==> src/rtl/adder_sched_pkg.sv <==
// Shared types and sizing helpers for the time-multiplexed adder scheduler.
package adder_sched_pkg;

  typedef enum logic [1:0] {
    IDLE,
    CALC,
    DONE
  } state_t;

  function automatic int unsigned slices_f(input int unsigned width, input int unsigned chunk);
    return width / chunk;
  endfunction

  function automatic int unsigned id_w(input int unsigned n);
    return (n > 1) ? $clog2(n) : 1;
  endfunction

endpackage

==> src/rtl/adder_share_sched_rca_slice.sv <==
// Combinational CHUNK-bit ripple-carry adder built from a full-adder chain.
module rca_slice #(
  parameter int unsigned CHUNK = 4
) (
  input  logic [CHUNK-1:0] a,
  input  logic [CHUNK-1:0] b,
  input  logic             cin,
  output logic [CHUNK-1:0] sum,
  output logic             carryout
);

  logic [CHUNK:0] w_c;

  assign w_c[0] = cin;

  for (genvar i = 0; i < CHUNK; i++) begin : g_fa
    assign sum[i]    = a[i] ^ b[i] ^ w_c[i];
    assign w_c[i+1]  = (a[i] & b[i]) | (w_c[i] & (a[i] ^ b[i]));
  end

  assign carryout = w_c[CHUNK];

endmodule

==> src/rtl/adder_share_sched.sv <==
// Round-robin shared serial adder: one CHUNK-bit slice reused across NREQ requesters.
// Optional signed-overflow output enabled by defining ADDER_SCHED_OVF_EN.
module adder_share_sched
  import adder_sched_pkg::*;
#(
  parameter int unsigned NREQ  = 4,
  parameter int unsigned WIDTH = 16,
  parameter int unsigned CHUNK = 4
) (
  input  logic                    clk,
  input  logic                    rst_n,
  input  logic [NREQ-1:0]         req_valid,
  output logic [NREQ-1:0]         req_ready,
  input  logic [NREQ*WIDTH-1:0]   req_a,
  input  logic [NREQ*WIDTH-1:0]   req_b,
  input  logic [NREQ-1:0]         req_cin,
  output logic                    rsp_valid,
  input  logic                    rsp_ready,
  output logic [id_w(NREQ)-1:0]   rsp_id,
  output logic [WIDTH-1:0]        rsp_sum,
  output logic                    rsp_cout,
  output logic                    busy
`ifdef ADDER_SCHED_OVF_EN
  ,
  output logic                    rsp_ovf
`endif
);

  localparam int unsigned SLICES = slices_f(WIDTH, CHUNK);
  localparam int unsigned IDW    = id_w(NREQ);
  localparam int unsigned IDXW   = (SLICES > 1) ? $clog2(SLICES) : 1;

  if (WIDTH % CHUNK != 0) begin : g_bad_cfg
    $error("adder_share_sched: WIDTH must be a multiple of CHUNK");
  end

  state_t            r_state;
  state_t            w_state_nx;
  logic [IDW-1:0]    r_ptr;
  logic [IDW-1:0]    r_id;
  logic [IDXW-1:0]   r_idx;
  logic              r_carry;
  logic [WIDTH-1:0]  r_a;
  logic [WIDTH-1:0]  r_b;
  logic [WIDTH-1:0]  r_sum;
  logic              r_cout;
  logic [IDW-1:0]    w_gnt;
  logic              w_found;
  logic              w_accept;
  logic              w_last;
  logic [CHUNK-1:0]  w_sl_a;
  logic [CHUNK-1:0]  w_sl_b;
  logic [CHUNK-1:0]  w_sl_sum;
  logic              w_sl_co;

  // Rotating search: first valid requester after the last one served.
  always_comb begin : p_arb
    int unsigned cand;
    w_found = 1'b0;
    w_gnt   = '0;
    cand    = 0;
    for (int unsigned off = 1; off <= NREQ; off++) begin
      cand = (32'(r_ptr) + off) % NREQ;
      if (!w_found && req_valid[IDW'(cand)]) begin
        w_found = 1'b1;
        w_gnt   = IDW'(cand);
      end
    end
  end

  assign w_last = (r_idx == IDXW'(SLICES - 1));

  always_ff @(posedge clk or negedge rst_n) begin
    if (!rst_n) r_state <= IDLE;
    else        r_state <= w_state_nx;
  end

  always_comb begin
    w_state_nx = r_state;
    req_ready  = '0;
    w_accept   = 1'b0;
    case (r_state)
      IDLE: begin
        if (w_found) begin
          req_ready[w_gnt] = 1'b1;
          w_accept         = 1'b1;
          w_state_nx       = CALC;
        end
      end
      CALC:    if (w_last) w_state_nx = DONE;
      DONE:    if (rsp_ready) w_state_nx = IDLE;
      default: w_state_nx = IDLE;
    endcase
  end

  assign w_sl_a = r_a[r_idx*CHUNK +: CHUNK];
  assign w_sl_b = r_b[r_idx*CHUNK +: CHUNK];

  rca_slice #(.CHUNK(CHUNK)) u_slice (
    .a        (w_sl_a),
    .b        (w_sl_b),
    .cin      (r_carry),
    .sum      (w_sl_sum),
    .carryout (w_sl_co)
  );

  always_ff @(posedge clk or negedge rst_n) begin
    if (!rst_n) begin
      r_ptr   <= IDW'(NREQ - 1);
      r_id    <= '0;
      r_idx   <= '0;
      r_carry <= 1'b0;
      r_a     <= '0;
      r_b     <= '0;
      r_sum   <= '0;
      r_cout  <= 1'b0;
    end else if (w_accept) begin
      r_a     <= req_a[w_gnt*WIDTH +: WIDTH];
      r_b     <= req_b[w_gnt*WIDTH +: WIDTH];
      r_carry <= req_cin[w_gnt];
      r_id    <= w_gnt;
      r_ptr   <= w_gnt;
      r_idx   <= '0;
    end else if (r_state == CALC) begin
      r_sum[r_idx*CHUNK +: CHUNK] <= w_sl_sum;
      r_carry <= w_sl_co;
      r_idx   <= r_idx + IDXW'(1);
      if (w_last) r_cout <= w_sl_co;
    end
  end

`ifdef ADDER_SCHED_OVF_EN
  logic r_ovf;
  // Carry into the MSB is recovered from the MSB sum bit and its operands.
  always_ff @(posedge clk or negedge rst_n) begin
    if (!rst_n) r_ovf <= 1'b0;
    else if (r_state == CALC && w_last)
      r_ovf <= (w_sl_sum[CHUNK-1] ^ w_sl_a[CHUNK-1] ^ w_sl_b[CHUNK-1]) ^ w_sl_co;
  end
  assign rsp_ovf = r_ovf;
`endif

  assign rsp_valid = (r_state == DONE);
  assign busy      = (r_state != IDLE);
  assign rsp_id    = r_id;
  assign rsp_sum   = r_sum;
  assign rsp_cout  = r_cout;

endmodule

==> config.mk <==
export PLATFORM = sky130hd
export DESIGN_NAME = adder_share_sched
export DESIGN_NICKNAME = d
export VERILOG_FILES = /design/src/rtl/adder_sched_pkg.sv /design/src/rtl/adder_share_sched_rca_slice.sv /design/src/rtl/adder_share_sched.sv
export SDC_FILE = /design/constraint.sdc
export NUM_CORES = 1
export LEC_CHECK = 0
export BUFFER_PORTS_ARGS = -buffer_cell sky130_fd_sc_hd__buf_4
export CORE_UTILIZATION = 45
export CTS_BUF_LIST = sky130_fd_sc_hd__clkbuf_4
export CTS_CLUSTER_SIZE = 40
export DETAILED_ROUTE_END_ITERATION = 8
export PLACE_DENSITY = 0.88
export RECOVER_POWER = 25
export REMOVE_ABC_BUFFERS = 1
export SLEW_MARGIN = 5
export SYNTH_ARGS = -nofsm -noshare
export SYNTH_HDL_FRONTEND = slang
export SYNTH_SLANG_ARGS = --single-unit
==> constraint.sdc <==
create_clock -name clk -period 9.2 [get_ports clk]
set_input_delay 1.38 -clock clk [delete_from_list [all_inputs] [get_ports clk]]
set_output_delay 1.38 -clock clk [all_outputs]
set_load 0.05 [all_outputs]
==> metrics.md, run 1 <==
| Metric | Value |
|---|---|
| Flip-flop and latch area | roughly 1500 um^2 |
| Max incr delay on CP | 0.74 ns |
| Fin. Hold Viols | 0 |
| Synthesized area | 3700 um^2 |
| Starting Density | 0.471 |
| Initial antenna violation count | 0 |
| Synth Area in Adders | 0.0420 |
| Setup ws final | around 4.6 ns |
| Die Ht | slightly above 90 um |
| Pre-CTS setup slack | 4.60 ns |
| First-pass GRT wire length | roughly 17 mm |
| ANT cells | 0 |
| # rows | 32 |
| Reg clk slew, reported paths | around 0.08 ns |
| TritonRoute pass-1 iters | 5 |
| Period utilisation layout | 0.504 |
| Grt met1 use | 0.310 |
| CP dominant cell by count | buf_4 |
| DRT Wirelength | 10.9 mm |
| Vias per cell | 5.98 |
| Nets | 646 |
| Delay-heaviest family, CP | simple AND/OR/NAND/NOR gates |
| Worst setup SP type | input port |
| P per Cell Area | 319 nW/um^2 |
| Buffers added on ports | around 160 |
| Max Cap Viol | 1 |
| # fillers | 661 |
| Hold Buf Count CTS | 0 |
| DRT iter0 DRCs | 242 |
| Simple-gate portion of the synthesized area | 0.0907 |
| Relative slew slack | -0.999 |
| Register area share after synthesis | 0.393 |
| Clk_skew | 0.0108 ns |
| Hold crit path type | flop to flop |
| Avg WL per Cell | around 18 um |
| Gr usage total | 0.259 |
| Final Wtd Congestion | 0.792 |
| Placed insts | ~600 |
| Largest family of logic cells by synthesized area | compound AO/OA/AOI/OAI gates |
| Clock Latency Late Sink | 0.40 ns |
| Compound-Gate Fraction of Synth Area | 0.253 |
| Setup TNS | 0 ns |
| RSZ-0062 raised after global routing | no |
| Crit Path Class | input port to primary output |
| CP endpoint kind | primary output |
| Vias | 3604 |
| Post-Syn Area per Cell | 10.7 um^2 |
| CTS Buf Count | 9 |
| Worst Tran Pin Value | between 2 and 3 ns |
| Min Tclk post-route | 4.64 ns |
| Met2 global-route usage | 0.457 |
| FMAX | ~220 MHz |
| CP max-delay cell | nand2_1 |
| DRC Markers | 0 |
| Violated checks | max-capacitance violations, max-slew violations |
| Post-Synth XOR/XNOR Area | 0 |
| CTS tree | done |
| Multi-input gate area | 2100 um^2 |
| WP buf/inv | 2 |
| Largest net degree at the start of global routing | 59 |
| Die ar. | between 8000 and 9000 um^2 |
| Post-synthesis mux area share | 0.177 |
| Clk sinks | 58 |
| Leakage Power | ~2.4 nW |
| Yosys reg bits | 58 |
| ANT nets after route | 0 |
| Data required, critical path | 7.82 ns |
| Grt ovf | 0 |
| Critical Path AT | about 3.3 ns |
| Io pins | ~160 |
| Cells after Synth | approximately 350 |
| Placed wire-length estimate | 7.86 mm |
| Ys Warns | 0 |
| Max Root-Sink Buffers | 2 |
| Grt peak-use layer | met2 |
| Final setup vio count | 0 |
| Area grow syn2layout | 37.6% |
| Maximum vdd drop | 0.124 mV |
| CTS-repair resized insts | 0 |
| Root Driver | clkbuf_4 |
| H-tree levels | 3 |
| Max Slew Vio Count | 59 |
| Post-synthesis cell type count | 39 |
| Crit path cell chain | buf_4 > a21o_1 > a31oi_1 > nand2_1 > nor2_1 > buf_4 |
| Die span in x | about 93 um |
| Status | finished, violations left |
| Share of layout cells above drive strength 1 | 0.437 |
| Finished Layout Cells | 603 |
| Setup Fix Bufs, Post-CTS | 0 |
| Vias in the first global route | 3639 |
| CP max FO | 31 |
| GR Layer Usage met3 | 0.0517 |
| Placeable Area | 7850 um^2 |
==> worst paths after layout <==
check | from | end | slack (ns) | cells after the start
setup / recovery | req_valid[0] | req_ready[3] | 4.56 | 6
hold / removal | rsp_id[1] | rsp_id[1] | 0.50 | 2
setup reg to reg | r_idx[0] | rsp_sum[7] | 5.56 | 6
hold reg to reg | rsp_id[1] | rsp_id[1] | 0.50 | 2
max in group asynchronous | rst_n | r_b[14] | 5.56 | 1
min in group asynchronous | rst_n | r_state[1] | 1.96 | 1
==> synth_stat cells, drive strengths merged <==
library cell / instances / area share
clkbuf: 21 / 0.021
mux2: 34 / 0.12
fa: 4 / 0.022
buf: 7 / 0.015
nand3b: 1 / 0.0020
a22o: 17 / 0.040
a32oi: 1 / 0.0024
mux4: 8 / 0.049
nor4: 3 / 0.0051
a31o: 1 / 0.0024
dfstp: 2 / 0.014
dfrtp: 56 / 0.38
o31ai: 1 / 0.0020
nand2: 15 / 0.015
nand2b: 3 / 0.0051
nor2: 10 / 0.012
a21oi: 30 / 0.041
ha: 6 / 0.020
o211ai: 1 / 0.0020
inv: 8 / 0.0081
o21ai: 35 / 0.047
o22ai: 1 / 0.0054
o21a: 2 / 0.0041
a211oi: 5 / 0.010
nand3: 33 / 0.045
a31oi: 2 / 0.0034
o22a: 1 / 0.0024
nor4b: 1 / 0.0024
nor3b: 1 / 0.0020
mux2i: 2 / 0.0054
a221o: 32 / 0.087
a21o: 2 / 0.0041
and2b: 1 / 0.0020
==> where the power goes <==
group	internal, W	switching [W]
sequential	0.000373	0.000104
combinational	0.000424	0.000545
clock	0.0000859	0.0000892
total	0.000883	0.000738
==> final cells by class <==
| cell class | count | area share |
|---|---|---|
| clock buffers | 11 | 0.0162 |
| clock inverters | 4 | 0.00861 |
| inverters | 8 | 0.00590 |
| multi-input cells | 253 | 0.413 |
| flip-flops and latches | 58 | 0.286 |
| well taps | 102 | 0.0251 |
| repair buffers | 167 | 0.246 |
==> metrics by stage <==
step / hold slack [ns] / area (um^2) / utilization / power (W)
CTS: 0.499 / 5090 / 0.649 / 0.00163
global placement: 0.470 / 4960 / 0.632 / 0.00141
detailed placement: 0.478 / 4960 / 0.632 / 0.00145
finish: 0.495 / 5090 / 0.648 / 0.00162
floorplan: 0.474 / 3560 / - / 0.00113
global route: 0.523 / 5090 / 0.648 / 0.00172
==> cells in the final DEF (no fill, tap or decap), types with 2 or more instances in the layout <==
master	n
nand2b_1	3
mux2_2	5
dfrtp_1	56
a21oi_1	30
fa_1	4
nand2_1	15
a21o_1	2
o21ai_0	35
nor4_1	3
a211oi_1	5
o21a_1	2
dfstp_2	2
mux2_4	19
mux4_2	8
nor2_1	8
mux2i_1	2
a22o_1	17
buf_4	166
mux2_1	10
ha_1	6
clkinv_2	2
a221o_1	32
clkbuf_4	11
inv_1	8
nand3_1	33
==> cell families (layout without fill, tap and decap cells) <==
logic type      Yosys count  count (layout)
simple gates             68              68
flops                    58              58
mux                      44              44
buf+inv                  36             190
compound gates          131             131
fa+ha+maj                10              10
==> flip-flops by register name, indices dropped and copies added (netlist names) <==
| register | count |
|---|---|
| r_a | 16 |
| r_b | 16 |
| r_carry | 1 |
| r_idx | 2 |
| r_ptr | 2 |
| r_state | 2 |
| rsp_cout | 1 |
| rsp_id | 2 |
| rsp_sum | 16 |
==> routing by layer <==
metal,up-vias,wire length (um)
met2,152,5640
met1,1776,4380
li1,1656,-
met4,0,241
met5,-,0
met3,20,602
==> tightest hold or removal path: stages, from the launching register on <==
cell and delay (ns):
dfrtp_1 0.36, nand2_1 0.05, nand2_1 0.05
Power figures use the tool's default switching activity.
==> run 2: changes to the inputs <==
==> constraint.sdc (replaced) <==
create_clock -name clk -period 4.5 [get_ports clk]
set_input_delay 0.675 -clock clk [delete_from_list [all_inputs] [get_ports clk]]
set_output_delay 0.675 -clock clk [all_outputs]
set_load 0.05 [all_outputs]
==> metrics.md, run 2 (synthesized netlist as in run 1, its figures left out) <==
| Metric | Value |
|---|---|
| Maximum vdd drop | 0.256 mV (+110%) |
| RSZ-0062 raised after global routing | no |
| CTS Buf Count | 9 (unchanged) |
| Violated checks | max-capacitance violations, max-slew violations |
| Clock Latency Late Sink | 0.39 ns (about the same) |
| Depth of the worst register-to-register path | 6 (unchanged) |
| Placeable Area | 7850 um^2 (unchanged) |
| Cell Area, Placed | 4980 um^2 (+0.30%) |
| Starting Density | 0.471 (unchanged) |
| ANT cells | 0 (unchanged) |
| CP dominant cell by count | fa_1 |
| CTS-repair resized insts | 0 (unchanged) |
| R2R setup slack | 1.10 ns (-4.46 ns) |
| Tot Pwr | 0.00347 W (+110%) |
| Most frequent cells in the layout | buf_4, dfrtp_1, o21ai_0 |
| Sw Share | 0.446 (-0.00925) |
| First-pass GRT wire length | 18.2 mm (+5.6%) |
| R2r endpoint | rsp_sum[11] |
| Avg WL per Cell | 19.2 um (+6.3%) |
| Setup Fix Bufs, Post-CTS | 0 (unchanged) |
| Clk_skew | 0.0152 ns (+0.00439 ns) |
| CP endpoint kind | flop |
| Setup TNS | 0 ns (unchanged) |
| Reg clk slew, reported paths | 0.11 ns (+0.03 ns) |
| Vias | 3629 (+0.69%) |
| Initial antenna violation count | 0 (unchanged) |
| Clk sinks | 58 (unchanged) |
| Data required, critical path | 4.79 ns (-3.03 ns) |
| Max incr delay on CP | 0.65 ns (-0.09 ns) |
| Pre-CTS setup slack | 1.12 ns (-3.48 ns) |
| Psw | 0.00155 W (+110%) |
| Gate power share | 0.580 (-0.017) |
| Crit path cell chain | mux4_2 > fa_1 > fa_1 > fa_1 > fa_1 > a22o_1 |
| Max Cap Viol | 1 (unchanged) |
| Flop pwr share | 0.279 (-0.016) |
| Worst setup SP type | flop |
| Post-route cell area | 5160 um^2 (+1.5%) |
| ANT nets after route | 0 (unchanged) |
| Cell depth of the worst min-delay path | 2 (unchanged) |
| Die Ht | 92.6 um (unchanged) |
| Vias per cell | 5.99 (+0.20%) |
| Clock share of power | 0.142 (+0.034) |
| P per Cell Area | 672 nW/um^2 (+110%) |
| R2R Path Start | r_idx[0] |
| Largest net degree at the start of global routing | 59 (unchanged) |
| Min Tclk post-route | 3.40 ns |
| Share of layout cells above drive strength 1 | 0.442 (+0.00533) |
| Gr usage total | 0.278 (+0.0184) |
| Grt ovf | 0 (unchanged) |
| TritonRoute pass-1 iters | 7 (+2) |
| Hold_sp | rsp_ready |
| CP max FO | 11 (-65%) |
| Hold_ws | 0.466 ns (-0.0292 ns) |
| Area grow syn2layout | 39.7% |
| Leakage Power | 2.45 nW (+1.3%) |
| Hold path endpoint | r_state[1] |
| Status | finished, violations left |
| Buffers added on ports | 163 (unchanged) |
| DRC Markers | 0 (unchanged) |
| Final Wtd Congestion | 0.872 (+10%) |
| Setup ws final | 1.10 ns (-3.47 ns) |
| Io pins | 164 (unchanged) |
| Max Root-Sink Buffers | 2 (unchanged) |
| Hold crit path type | input port to flop |
| Max Slew Vio Count | 59 (unchanged) |
| Fin. Hold Viols | 0 (unchanged) |
| Hold Buf Count CTS | 0 (unchanged) |
| # fillers | 634 (-4.1%) |
| Critical Path AT | 3.69 ns (+0.43 ns) |
| Internal power | 0.00192 W (+120%) |
| # rows | 32 (unchanged) |
| Final setup vio count | 0 (unchanged) |
| Nets | 648 (+0.31%) |
| Root Driver | clkbuf_4 |
| Crit Path Class | flop to flop |
| Most common library cell in the layout ignoring fill and taps | buf_4 |
| Worst Tran Pin Value | 3.08 ns (+0.0813 ns) |
| DRT iter0 DRCs | 283 (+17%) |
| Die ar. | 8580 um^2 (unchanged) |
| Relative slew slack | -1.05 (-0.0542) |
| CP max-delay cell | dfrtp_1 |
| Vias in the first global route | 3730 (+2.5%) |
| FMAX | about 290 MHz |
| CTS tree | done |
| DRT Wirelength | 11.6 mm (+6.9%) |
| H-tree levels | 3 (unchanged) |
| Period utilisation layout | 0.756 |
| Die span in x | 92.6 um (unchanged) |
| Placed wire-length estimate | 8.55 mm (+8.7%) |
-- run 2: changes by cell type in the layout (fill, tap and decap cells not counted), sizes merged --
cell      delta
clkbuf       -1
clkinv       -1
bufinv       +2
buf          +2
clkinvlp     +1
-- run 2: per-layer routing --
metal	global-route usage	share of wire	wire (um)	vias to the layer above
li1	-	-	-	1655
met1	0.345	0.38	4430	1703
met2	0.469	0.51	5930	238
met3	0.0460	0.081	946	33
met4	0.135	0.027	310	0
met5	0	0	0	-
-- run 2: power groups by stage --
stage,Sequential (W),Combinational [W],Clock (W)
2_1_floorplan,0.00114,0.00116,0
3_3_place_gp,0.000961,0.00189,0
3_5_place_dp,0.000972,0.00200,0
4_1_cts,0.000963,0.00201,0.000498
5_1_grt,0.000993,0.00216,0.000523
6_report,0.000967,0.00201,0.000492
-- run 2: final cells by class --
class	count	area, um^2	area share
multi-input cells	253	2100	0.406
flip-flops and latches	58	1450	0.281
repair buffers	169	1260	0.245
well taps	102	128	0.0247
clock inverters	6	115	0.0223
clock buffers	10	75.1	0.0145
inverters	8	30.0	0.00581
-- run 2: critical path, delay by kind of cell, from the launching register on --
kind            cells  cell delay, ns
flops               1            0.65
compound gates      1            0.25
mux                 1            0.59
fa+ha+maj           4            1.81
-- run 2: worst max-delay path by stage --
stage                 start     endpoint  slack, ns  cells past startpoint
6_report           r_idx[0]  rsp_sum[11]       1.10                      6
5_1_grt               rst_n      r_b[14]       0.79                      1
4_1_cts            r_idx[0]      r_carry       1.10                      7
3_5_place_dp       r_idx[0]      r_carry       1.12                      7
2_1_floorplan      r_idx[0]  rsp_sum[11]       1.25                      6
3_3_place_gp   req_valid[1]      r_a[12]       1.29                      7
-- run 2: metrics by stage --
stage                     utilization  std cells
final                           0.658        606
after global routing            0.658        606
after CTS                       0.659        606
after detailed placement        0.634        590
after global placement          0.634        590
after floorplan                     -        319
==> run 3: changes to the inputs <==
--- a/config.mk
+++ b/config.mk
@@ -10,7 +10,7 @@
 export CTS_BUF_LIST = sky130_fd_sc_hd__clkbuf_4
 export CTS_CLUSTER_SIZE = 40
 export DETAILED_ROUTE_END_ITERATION = 8
-export PLACE_DENSITY = 0.88
+export PLACE_DENSITY = 0.91
 export RECOVER_POWER = 25
 export REMOVE_ABC_BUFFERS = 1
 export SLEW_MARGIN = 5
==> constraint.sdc (replaced) <==
create_clock -name clk -period 2.9 [get_ports clk]
set_input_delay 0.435 -clock clk [delete_from_list [all_inputs] [get_ports clk]]
set_output_delay 0.435 -clock clk [all_outputs]
set_load 0.05 [all_outputs]
==> metrics.md, run 3 (synthesized netlist as in run 1, its figures left out) <==
| Metric | Value |
|---|---|
| Max Slew Vio Count | 0 (-100%) |
| Hold_ws | 0.227 ns (-0.239 ns) |
| Maximum vdd drop | 0.452 mV (+77%) |
| DRT Wirelength | 11.3 mm (-2.4%) |
| DRC Markers | 0 (unchanged) |
| DRT iter0 DRCs | 278 (-1.8%) |
| CP dominant cell by count | fa_2 |
| CP max-delay cell | mux4_2 |
| Max incr delay on CP | 0.53 ns (-0.12 ns) |
| Multi-input gate area | 2130 um^2 (+1.6%) |
| Fin. Hold Viols | 0 (unchanged) |
| Starting Density | 0.471 (unchanged) |
| Area grow syn2layout | 40.3% |
| Crit Path Class | flop to flop |
| Vias | 3731 (+2.8%) |
| Crit path cell chain | mux4_2 > fa_2 > fa_2 > fa_2 > fa_2 > a22o_1 |
| Root Driver | clkbuf_4 |
| Flip-flop and latch area | 1460 um^2 (about the same) |
| Delay-heaviest family, CP | adder cells |
| First-pass GRT wire length | 17.9 mm (-1.9%) |
| Setup TNS | 0 ns (unchanged) |
| Reg clk slew, reported paths | 0.10 ns (about the same) |
| Die Ht | 92.6 um (unchanged) |
| CTS Buf Count | 9 (unchanged) |
| TritonRoute pass-1 iters | 5 (-2) |
| H-tree levels | 3 (unchanged) |
| Hold crit path type | input port to flop |
| Io pins | 164 (unchanged) |
| Largest net degree at the start of global routing | 59 (unchanged) |
| Final Wtd Congestion | 0.863 (-1.0%) |
| Worst setup SP type | flop |
| Nets | 656 (+1.2%) |
| Relative slew slack | 0.0815 (+1.13) |
| Vias in the first global route | 3730 (unchanged) |
| Vias per cell | 6.08 (+1.5%) |
| Die span in x | 92.6 um (unchanged) |
| Most frequent cells in the layout | buf_4, dfrtp_1, o21ai_0 |
| Clk_skew | 0.0169 ns (+0.00175 ns) |
| R2R Path Start | r_idx[0] |
| CTS tree | done |
| RSZ-0062 raised after global routing | yes |
| WP buf/inv | 0 (unchanged) |
| P per Cell Area | 1010 nW/um^2 (+50%) |
| Status | finished clean |
| Avg WL per Cell | 18.5 um (-3.7%) |
| Max Root-Sink Buffers | 2 (unchanged) |
| Placeable Area | 7850 um^2 (unchanged) |
| Gr usage total | 0.271 (-0.00695) |
| Share of layout cells above drive strength 1 | 0.463 (+0.0204) |
| FMAX | 354 MHz (+21%) |
| Worst Tran Pin Value | 1.38 ns (-1.70 ns) |
| Hold Buf Count CTS | 0 (unchanged) |
| Most common library cell in the layout ignoring fill and taps | buf_4 |
| Max Cap Viol | 0 (-1) |
| Hold_sp | rsp_ready |
| Clock Latency Late Sink | 0.39 ns (about the same) |
| ANT nets after route | 0 (unchanged) |
| Worst setup startpoint | r_idx[0] |
| ANT cells | 0 (unchanged) |
| Buffers added on ports | 163 (unchanged) |
| Placed wire-length estimate | 8.41 mm (-1.7%) |
| Period utilisation layout | 0.973 (+0.216) |
| Data required, critical path | 3.18 ns (-1.61 ns) |
| # rows | 32 (unchanged) |
| Clk sinks | 58 (unchanged) |
| # fillers | 612 (-3.5%) |
| Initial antenna violation count | 0 (unchanged) |
| Leakage Power | 2.46 nW (+0.38%) |
| Min Tclk post-route | 2.82 ns (-0.582 ns) |
| Critical Path AT | 3.10 ns (-0.59 ns) |
| Grt ovf | 0 (unchanged) |
| Final setup vio count | 0 (unchanged) |
| CP endpoint kind | flop |
| Die ar. | 8580 um^2 (unchanged) |
| CP max FO | 4 (-7) |
-- run 3: cell types whose count changed in the layout (fill, tap and decap cells not counted), moves of 2 or more --
cell,change
clkinv_4,-2
bufinv_16,-3
buf_4,+7
clkinv_2,+2
fa_1,-4
fa_2,+4
clkinv_1,+3
-- run 3: timing repair --
action	CTS	global route
setup endpoints to repair	8	7
pin swaps	1	0
setup buffers	0	2
cloned	0	0
gates resized for setup	7	2
-- run 3: worst paths after layout --
check	slack [ns]	depth (start not counted)	to
max	0.08	6	rsp_sum[7]
min	0.23	2	r_state[1]
min reg2reg	0.50	2	rsp_id[1]
min in group asynchronous	0.34	1	rsp_sum[8]
max in group asynchronous	1.62	1	r_idx[0]
max reg2reg	0.08	6	rsp_sum[7]
-- run 3: area by class of cell --
cell class,instances,share of cell area
Multi-Input combinational cell,253,0.411
Sequential cell,58,0.281
Timing Repair Buffer,177,0.258
Tap cell,102,0.0246
Clock buffer,11,0.0159
Inverter,8,0.00579
Clock inverter,5,0.00410
-- run 3: metal layers --
metal | global-route usage | wire length, um
met4 | 0.122 | 310
met2 | 0.459 | 5700
met3 | 0.0542 | 837
met5 | 0 | 0
met1 | 0.333 | 4490
-- run 3: where the power goes --
part           switching (W)  internal, W
Clock               0.000288     0.000185
Sequential          0.000262      0.00119
Combinational        0.00184      0.00147
-- run 3: per-stage QoR --
step                worst slack, ns  total power (W)  std cells  cell area, um^2   util
floorplan                    -0.353          0.00358        319             3560      -
global route                -0.0103          0.00553        614             5190  0.661
finish                       0.0790          0.00523        614             5190  0.661
global placement            -0.0792          0.00450        596             5040  0.642
detailed placement           -0.195          0.00464        596             5040  0.642
CTS                          0.0123          0.00520        612             5170  0.659
